$ cat config.mk
export PLATFORM = sky130hd
export DESIGN_NAME = uart_program_loader
export DESIGN_NICKNAME = d
export VERILOG_FILES = /design/src/rtl/soc_loader_pkg.sv /design/src/rtl/uart_rx_byte.sv /design/src/rtl/uart_program_loader.sv
export SDC_FILE = /design/constraint.sdc
export NUM_CORES = 1
export LEC_CHECK = 0
export CAP_MARGIN = 20
export CORE_ASPECT_RATIO = 0.8
export CORE_MARGIN = 4
export CORE_UTILIZATION = 47
export DETAILED_ROUTE_END_ITERATION = 7
export PLACE_DENSITY = 0.66
export SLEW_MARGIN = 10
export SYNTH_ARGS = -nofsm -noshare
export SYNTH_HDL_FRONTEND = slang
export SYNTH_SLANG_ARGS = --single-unit
$ cat constraint.sdc
create_clock -name clk_i -period 6.8 [get_ports clk_i]
set_input_delay 1.7 -clock clk_i [delete_from_list [all_inputs] [get_ports clk_i]]
set_output_delay 1.7 -clock clk_i [all_outputs]
set_load 0.01 [all_outputs]
$ cat src/rtl/soc_loader_pkg.sv
// Shared types and constants for the UART program loader.
package soc_loader_pkg;

  typedef enum logic [2:0] {
    SYNC,
    LEN0,
    LEN1,
    DATA,
    CSUM,
    DONE,
    ERROR
  } loader_state_e;

  typedef enum logic [1:0] {
    RX_IDLE,
    RX_START,
    RX_BITS,
    RX_STOP
  } rx_state_e;

  // Observation bundle: both FSM states plus the running checksum.
  typedef struct packed {
    loader_state_e loader_state;
    rx_state_e     rx_state;
    logic [7:0]    csum;
  } loader_dbg_t;

  localparam logic [7:0] LOADER_SYNC_BYTE = 8'hA5;
  localparam int         LOADER_LEN_W     = 16;

endpackage

$ cat src/rtl/uart_rx_byte.sv
// 8N1 UART byte receiver: 2-FF synchroniser, falling-edge start detect
// confirmed at half a bit, mid-bit sampling, stop-bit framing check.
module uart_rx_byte
  import soc_loader_pkg::*;
#(
  parameter int BAUD_DIV = 868
) (
  input  logic       clk_i,
  input  logic       reset_i,
  input  logic       rx_i,
  output logic       rx_valid_o,
  output logic [7:0] rx_data_o,
  output logic       frame_err_o,
  output rx_state_e  state_o
);

  localparam int CNT_W    = $clog2(BAUD_DIV + 1);
  localparam int HALF_DIV = BAUD_DIV / 2;

  logic             rx_meta, rx_s, rx_prev;
  rx_state_e        state, state_n;
  logic [CNT_W-1:0] cnt, cnt_n;
  logic [2:0]       bit_idx, bit_n;
  logic [7:0]       shreg, shreg_n;
  logic             valid_n, ferr_n;

  assign state_o   = state;
  assign rx_data_o = shreg;

  // Synchroniser and edge history; line idles high.
  always_ff @(posedge clk_i) begin
    if (reset_i) begin
      rx_meta <= 1'b1;
      rx_s    <= 1'b1;
      rx_prev <= 1'b1;
    end else begin
      rx_meta <= rx_i;
      rx_s    <= rx_meta;
      rx_prev <= rx_s;
    end
  end

  // Receiver state register.
  always_ff @(posedge clk_i) begin
    if (reset_i) begin
      state       <= RX_IDLE;
      cnt         <= '0;
      bit_idx     <= '0;
      shreg       <= '0;
      rx_valid_o  <= 1'b0;
      frame_err_o <= 1'b0;
    end else begin
      state       <= state_n;
      cnt         <= cnt_n;
      bit_idx     <= bit_n;
      shreg       <= shreg_n;
      rx_valid_o  <= valid_n;
      frame_err_o <= ferr_n;
    end
  end

  // Next-state: half-bit start confirm, then one sample per bit period.
  always_comb begin
    state_n = state;
    cnt_n   = cnt + 1'b1;
    bit_n   = bit_idx;
    shreg_n = shreg;
    valid_n = 1'b0;
    ferr_n  = 1'b0;
    unique case (state)
      RX_IDLE: begin
        cnt_n = '0;
        if (rx_prev && !rx_s) state_n = RX_START;
      end
      RX_START: begin
        if (cnt == CNT_W'(HALF_DIV - 1)) begin
          cnt_n   = '0;
          bit_n   = '0;
          state_n = rx_s ? RX_IDLE : RX_BITS;
        end
      end
      RX_BITS: begin
        if (cnt == CNT_W'(BAUD_DIV - 1)) begin
          cnt_n   = '0;
          shreg_n = {rx_s, shreg[7:1]};
          bit_n   = bit_idx + 1'b1;
          if (bit_idx == 3'd7) state_n = RX_STOP;
        end
      end
      RX_STOP: begin
        if (cnt == CNT_W'(BAUD_DIV - 1)) begin
          cnt_n   = '0;
          state_n = RX_IDLE;
          valid_n = rx_s;
          ferr_n  = !rx_s;
        end
      end
      default: state_n = RX_IDLE;
    endcase
  end

endmodule

$ cat src/rtl/uart_program_loader.sv
// Boot-time UART program loader: frame parser, word packer, memory writer,
// inter-byte timeout and core reset release.
// Optional feature macro: LOADER_CHECKSUM_EN (trailing 8-bit sum byte).
module uart_program_loader
  import soc_loader_pkg::*;
#(
  parameter int CLK_FREQ_HZ    = 100_000_000,
  parameter int BAUD_RATE      = 115200,
  parameter int MEM_DEPTH      = 1024,
  parameter int TIMEOUT_CYCLES = 1_000_000
) (
  input  logic                         clk_i,
  input  logic                         reset_i,
  input  logic                         uart_rx_i,
  output logic                         mem_we_o,
  output logic [$clog2(MEM_DEPTH)-1:0] mem_addr_o,
  output logic [31:0]                  mem_wdata_o,
  output logic                         core_reset_o,
  output logic                         done_o,
  output logic                         error_o,
  output loader_dbg_t                  dbg_o
);

  localparam int BAUD_DIV = CLK_FREQ_HZ / BAUD_RATE;
  localparam int ADDR_W   = $clog2(MEM_DEPTH);
  localparam int TMR_W    = $clog2(TIMEOUT_CYCLES + 1);

`ifdef LOADER_CHECKSUM_EN
  localparam loader_state_e PAYLOAD_END = CSUM;
`else
  localparam loader_state_e PAYLOAD_END = DONE;
`endif

  logic        rx_valid, frame_err;
  logic [7:0]  rx_data;
  rx_state_e   rx_state;

  loader_state_e           state, state_n;
  logic [LOADER_LEN_W-1:0] len, len_n, len_full, wcnt, wcnt_n;
  logic [1:0]              byte_k, byte_k_n;
  logic [31:0]             wbuf, wbuf_n, wdata_n;
  logic [7:0]              csum, csum_n;
  logic [TMR_W-1:0]        timer, timer_n;
  logic                    we_n;
  logic [ADDR_W-1:0]       addr_n;

  assign dbg_o = '{loader_state: state, rx_state: rx_state, csum: csum};

  // rx_valid is a one-cycle pulse with rx_data valid in that cycle; there is
  // no ready: the loader consumes every byte the cycle it arrives.
  uart_rx_byte #(.BAUD_DIV(BAUD_DIV)) u_rx (
    .clk_i       (clk_i),
    .reset_i     (reset_i),
    .rx_i        (uart_rx_i),
    .rx_valid_o  (rx_valid),
    .rx_data_o   (rx_data),
    .frame_err_o (frame_err),
    .state_o     (rx_state)
  );

  // Loader registers; status outputs follow the state being entered.
  always_ff @(posedge clk_i) begin
    if (reset_i) begin
      state        <= SYNC;
      len          <= '0;
      wcnt         <= '0;
      byte_k       <= '0;
      wbuf         <= '0;
      csum         <= '0;
      timer        <= '0;
      mem_we_o     <= 1'b0;
      mem_addr_o   <= '0;
      mem_wdata_o  <= '0;
      core_reset_o <= 1'b1;
      done_o       <= 1'b0;
      error_o      <= 1'b0;
    end else begin
      state        <= state_n;
      len          <= len_n;
      wcnt         <= wcnt_n;
      byte_k       <= byte_k_n;
      wbuf         <= wbuf_n;
      csum         <= csum_n;
      timer        <= timer_n;
      mem_we_o     <= we_n;
      mem_addr_o   <= addr_n;
      mem_wdata_o  <= wdata_n;
      core_reset_o <= (state_n != DONE);
      done_o       <= (state_n == DONE);
      error_o      <= (state_n == ERROR);
    end
  end

  // Frame parser: sync, length, packed payload words, optional checksum.
  always_comb begin
    state_n  = state;
    len_n    = len;
    wcnt_n   = wcnt;
    byte_k_n = byte_k;
    wbuf_n   = wbuf;
    csum_n   = csum;
    timer_n  = '0;
    we_n     = 1'b0;
    addr_n   = mem_addr_o;
    wdata_n  = mem_wdata_o;
    len_full = {rx_data, len[7:0]};
    case (state)
      SYNC: begin
        if (rx_valid && rx_data == LOADER_SYNC_BYTE) begin
          state_n  = LEN0;
          wcnt_n   = '0;
          byte_k_n = '0;
          csum_n   = '0;
        end
      end
      DONE, ERROR: ;
      default: begin
        if (frame_err) begin
          state_n = ERROR;
        end else if (rx_valid) begin
          csum_n = csum + rx_data;
          case (state)
            LEN0: begin
              len_n   = {8'h00, rx_data};
              state_n = LEN1;
            end
            LEN1: begin
              len_n = len_full;
              if (len_full == '0)                               state_n = PAYLOAD_END;
              else if (len_full > LOADER_LEN_W'(MEM_DEPTH))     state_n = ERROR;
              else                                              state_n = DATA;
            end
            DATA: begin
              wbuf_n[{byte_k, 3'b000} +: 8] = rx_data;
              byte_k_n = byte_k + 1'b1;
              if (byte_k == 2'd3) begin
                we_n    = 1'b1;
                addr_n  = wcnt[ADDR_W-1:0];
                wdata_n = wbuf_n;
                wcnt_n  = wcnt + 1'b1;
                if (wcnt_n == len) state_n = PAYLOAD_END;
              end
            end
            CSUM:    state_n = (rx_data == csum) ? DONE : ERROR;
            default: state_n = ERROR;
          endcase
        end else if (timer == TMR_W'(TIMEOUT_CYCLES)) begin
          // Stalled sender: resynchronise; words already written stay.
          state_n  = SYNC;
          wcnt_n   = '0;
          byte_k_n = '0;
        end else begin
          timer_n = timer + 1'b1;
        end
      end
    endcase
  end

endmodule

; After elaboration in Yosys (flattened, before gate mapping)
; Cells that the tools add are included.
[word_totals]
out_inout_bits = 59
elab_cells = 140
regBits = 171
[op_classes]
n_eq_ne = 29
n_bitwise = 8
shifts = 2
n_reduce_logical = 26
mux = 44
magnitude_cmp = 1
addsub = 7
[op_table]
columns = cell, count
row1 = 16-bit 2-to-1 mux, 6
row2 = 16-bit one-hot mux with 2 select lines, 2
row3 = 32-bit bitwise mux, 1
row4 = 8-bit by 7-bit variable shift with 32-bit output (first input constant), 1
row5 = 8-bit by 7-bit indexed part select with 32-bit output, 1
row6 = 3-bit 2-to-1 mux, 10
row7 = 10-bit one-hot mux with 3 select lines, 1
row8 = 2-bit 2-to-1 mux, 12
row9 = 8-bit 2-to-1 mux, 3
row10 = 20-bit by 1-bit adder with 20-bit output (second input constant), 1
row11 = 20-bit equality test (second input constant), 1
row12 = 10-bit 2-to-1 mux, 2
row13 = 5-bit AND reduction, 4
row14 = 3-bit equality test (second input constant), 6
row15 = 16-bit by 1-bit adder with 16-bit output (second input constant), 1
row16 = 16-bit equality test, 1
row17 = 16-bit by 11-bit greater-than comparator with 1-bit output (second input constant), 1
row18 = 16-bit zero test, 1
row19 = 8-bit one-hot mux with 2 select lines, 1
row20 = 7-bit OR reduction, 2
row21 = 3-bit one-hot mux with 2 select lines, 2
row22 = 3-bit one-hot mux with 4 select lines, 1
row23 = 4-bit AND reduction, 3
row24 = 10-bit by 1-bit adder with 10-bit output (second input constant), 1
row25 = other kinds (30), 52

; Longest topological paths before layout
[depth]
ltp_word = 9
mapped_depth = 11
depth_no_buf = 10

; Modules after synthesis
; From an unflattened synthesis, not the netlist that was laid out.
[hier_totals]
hier_cells = 970
area_unflattened_um2 = 8094.0
[by_module_without_submodules]
columns = module, cells_each, area_each_um2, seq_area_each_um2, n_inst
row1 = uart_program_loader, 835, 6829.0, 2862.7, 1
row2 = uart_rx_byte, 135, 1265.0, 560.5, 1

; Worst setup path after synthesis
; No wires, ideal clock.
[synth_path]
path_type = input to register
startpoint = input port reset_i
endpoint = register mem_wdata_o[25]
required_ns = 6.666
slack_ns = 4.135
path_stages = 4
setup_time_ns = 0.134
arrival_time_ns = 2.531
path_buffers = 3
path_cell_list = clkbuf_1 -> clkbuf_1 -> clkbuf_1 -> a211oi_1
[synth_lines]
columns = item, line
row1 = from (decl), uart_program_loader.sv:13  ; input logic reset_i,
row2 = to (signal assigned), uart_program_loader.sv:87  ; mem_wdata_o <= wdata_n;
row3 = to (decl), uart_program_loader.sv:17  ; output logic [31:0] mem_wdata_o,
; No word-level cell between the ends.

; Worst setup path in the final report
[layout_path]
startpoint = register state[0]
endpoint = output port dbg_o[10] (netlist name)
[layout_lines]
columns = item, line
row1 = from (decl), uart_program_loader.sv:38  ; loader_state_e state, state_n;
row2 = from (signal assigned), uart_program_loader.sv:78  ; state <= state_n;
row3 = to (decl), uart_program_loader.sv:21  ; output loader_dbg_t dbg_o
; No word-level cell between the ends.

==> impl_metrics.yaml <==
status:
  status: "complete, no violations"
setup_path:
  slowest_delay_ns: 0.63
  r2r-start: "state[0]"
  r2r_end: "wcnt[15]"
  ff2ff_path_depth: 6
  path_buf_inv: 1
  worstPathMaxFanout: 15
  crit_path_start_kind: "register"
  crit_required_ns: 5.10
  worst_ep_arrival_time_ns: 1.67
  path_cells: "clkdlybuf4s50_1"
  end_kind: "output port"
  r2r_slack_ns: 3.52
  crit_type: "reg2out"
  crit_slowest_cell: "clkdlybuf4s50_1"
  cp_top_family: "buffers and inverters"
clock_tree:
  cts_sinks: 171
  cts_buffers: 17
  htree_levels: 4
  cts_tree: "yes"
  clk_pin_slew_ns: 0.07
  postCtsHoldBufs: 0
  postCtsResizedCells: 0
  post_cts_buffers: 0
  clockBufferDepth: 2
  clk_latency_ns: 0.43
  clockRootBuffer: "clkbuf_16"
finish:
  mostFrequentLayoutCell: "dfxtp_1"
  mostFrequentLayoutCells: "171 x dfxtp_1, 141 x nor2_1, 97 x a21oi_1, 77 x nand2_1, 65 x a211oi_1"
  drive_above_1_share: 0.0661
  layout.nets: 1043
  diodes: 0
  syn_to_final_growth_pct: 15.0
  fin_cells: 1253
sta:
  slew_violations: 0
  hold_slack_ns: 0.413
  max_slew_margin: 0.372
  fin_crit_sh: 0.496
  fmax_mhz: 296
  setup_viol: 0
  hold_viol: 0
  clock_skew_ns: 0.00844
  fin_setup_tns_ns: 0
  finalWorstSetupSlack_ns: 3.43
  fin_crit_ns: 3.37
  worst_pin_slew_ns: 0.939
  rsz0062_at_grt: "no"
detailed_routing:
  drtIter0Drc: 446
  wirelength_mm: 19.4
  drt_first_pass_iters: 5
  antenna_left: 0
  vias: 7034
  drc_errors: 0
  wire_per_inst_um: 15.5
  via_per_inst: 5.61
floorplan:
  core-area_um2: 17300
  rows: 43
  die_w_um: 156
  start_util: 0.477
  die_h_um: 127
  die_area_um2: 19800
  pin_count: 62
logic_synthesis:
  synth_edf_count: 0
  ys_warn_count: 0
  synth_cells: 995
  synth_cell_types: 75
  synth.avg_cell_area_um2: 8.31
  ys.flop_type: "dfxtp_1"
  async_flop_share: 0
  ys_seq_area_frac: 0.414
  synth-seq-cells: 171
  syn-num-nets: 1023
  netlist_area_um2: 8270
place:
  dp_slack_ns: 3.38
  hpwl_mm: 12.7
  place_congestion: 0.877
  dp.cells: 1219
  io_buffers: 61
pwr:
  irDropWorstVdd_uv: 147
  p_total_uw: 2050
  power-per-cell-area_nw_per_um2: 216
  leakagePower_uw: 0.00317
global_route:
  grt_pass1_wl_mm: 32.8
  grt_pass1_vias: 6390
  track_usage: 0.200
  overflow: 0
  grt_start_max_net_pins: 78
  antenna_found_initial: 0
hold_path:
  holdPathEnd: "u_rx.rx_s"
  hold_depth: 1
  hp-class: "reg2reg"
  min_from: "u_rx.rx_meta"
flow_run:
  cap_violations: 0
==> per-layer routing <==
layer  global-route usage  share of wire  up-vias
li1                     -              -     3559
met1                0.305           0.52     3305
met2                0.285           0.42      150
met3               0.0454          0.048       20
met4               0.0480         0.0095        0
met5                    0              0        -
==> cell type report <==
type                       instances  area [um^2]
clock inverter                    15          188
multi-input combinational        730         4410
fill                            1619         7820
tap                              225          282
timing repair buffer              68          681
inverter                          27          101
sequential                       171         3420
clock buffer                      17          425
==> metrics by stage <==
| step | area, um^2 | util |
|---|---|---|
| 6_report | 9510 | 0.549 |
| 3_5_place_dp | 8860 | 0.511 |
| 5_1_grt | 9510 | 0.549 |
| 4_1_cts | 9470 | 0.547 |
| 2_1_floorplan | 8270 | - |
| 3_3_place_gp | 8860 | 0.511 |
==> how the worst max path moves through the flow <==
stage,from,endpoint,slack (ns),depth (start not counted)
3_3_place_gp,reset_i,wcnt[11],3.38,4
4_1_cts,state[0],dbg_o[10],3.41,1
6_report,state[0],dbg_o[10],3.43,1
2_1_floorplan,reset_i,mem_wdata_o[25],4.14,4
3_5_place_dp,reset_i,wcnt[11],3.38,4
5_1_grt,timer[13],wcnt[15],3.16,7
==> power by group <==
group | leakage, uW | switching (uW) | internal, uW
clock | 0.000291 | 426 | 585
sequential | 0.00138 | 3.52 | 1000
combinational | 0.00150 | 24.7 | 11.0
total | 0.00317 | 454 | 1600
==> logic make-up (layout without fill, tap and decap cells) <==
family          Yosys count  count (layout)  share of synthesized area
compound gates          238             238                      0.185
xor+xnor                 42              42                     0.0445
fa+ha+maj                25              25                     0.0387
buf+inv                  94             127                     0.0533
flops                   171             171                      0.414
mux                       5               5                    0.00605
simple gates            420             420                      0.259
==> cells in the mapped netlist (17+ instances only) <==
| cell type | instances | area share |
|---|---|---|
| dfxtp_1 | 171 | 0.41 |
| nor2_1 | 141 | 0.064 |
| a21oi_1 | 97 | 0.059 |
| nand2_1 | 77 | 0.035 |
| a211oi_1 | 65 | 0.059 |
| nor2b_1 | 41 | 0.031 |
| clkbuf_1 | 37 | 0.017 |
| nand3_1 | 37 | 0.022 |
| o21ai_0 | 28 | 0.017 |
| inv_1 | 27 | 0.012 |
| xnor2_1 | 25 | 0.026 |
| ha_1 | 24 | 0.036 |
| or3_1 | 21 | 0.016 |
| xor2_1 | 17 | 0.018 |
==> state kept, by name, summed over array words and instances, names as in the netlist, 3 cells and up, named ones only <==
| name | count |
|---|---|
| csum | 8 |
| len | 16 |
| mem_addr_o | 10 |
| mem_wdata_o | 32 |
| state | 3 |
| timer | 20 |
| u_rx.bit_idx | 3 |
| u_rx.cnt | 10 |
| u_rx.rx_data_o | 8 |
| wbuf | 32 |
| wcnt | 16 |
(Power assumes the default switching activity.)
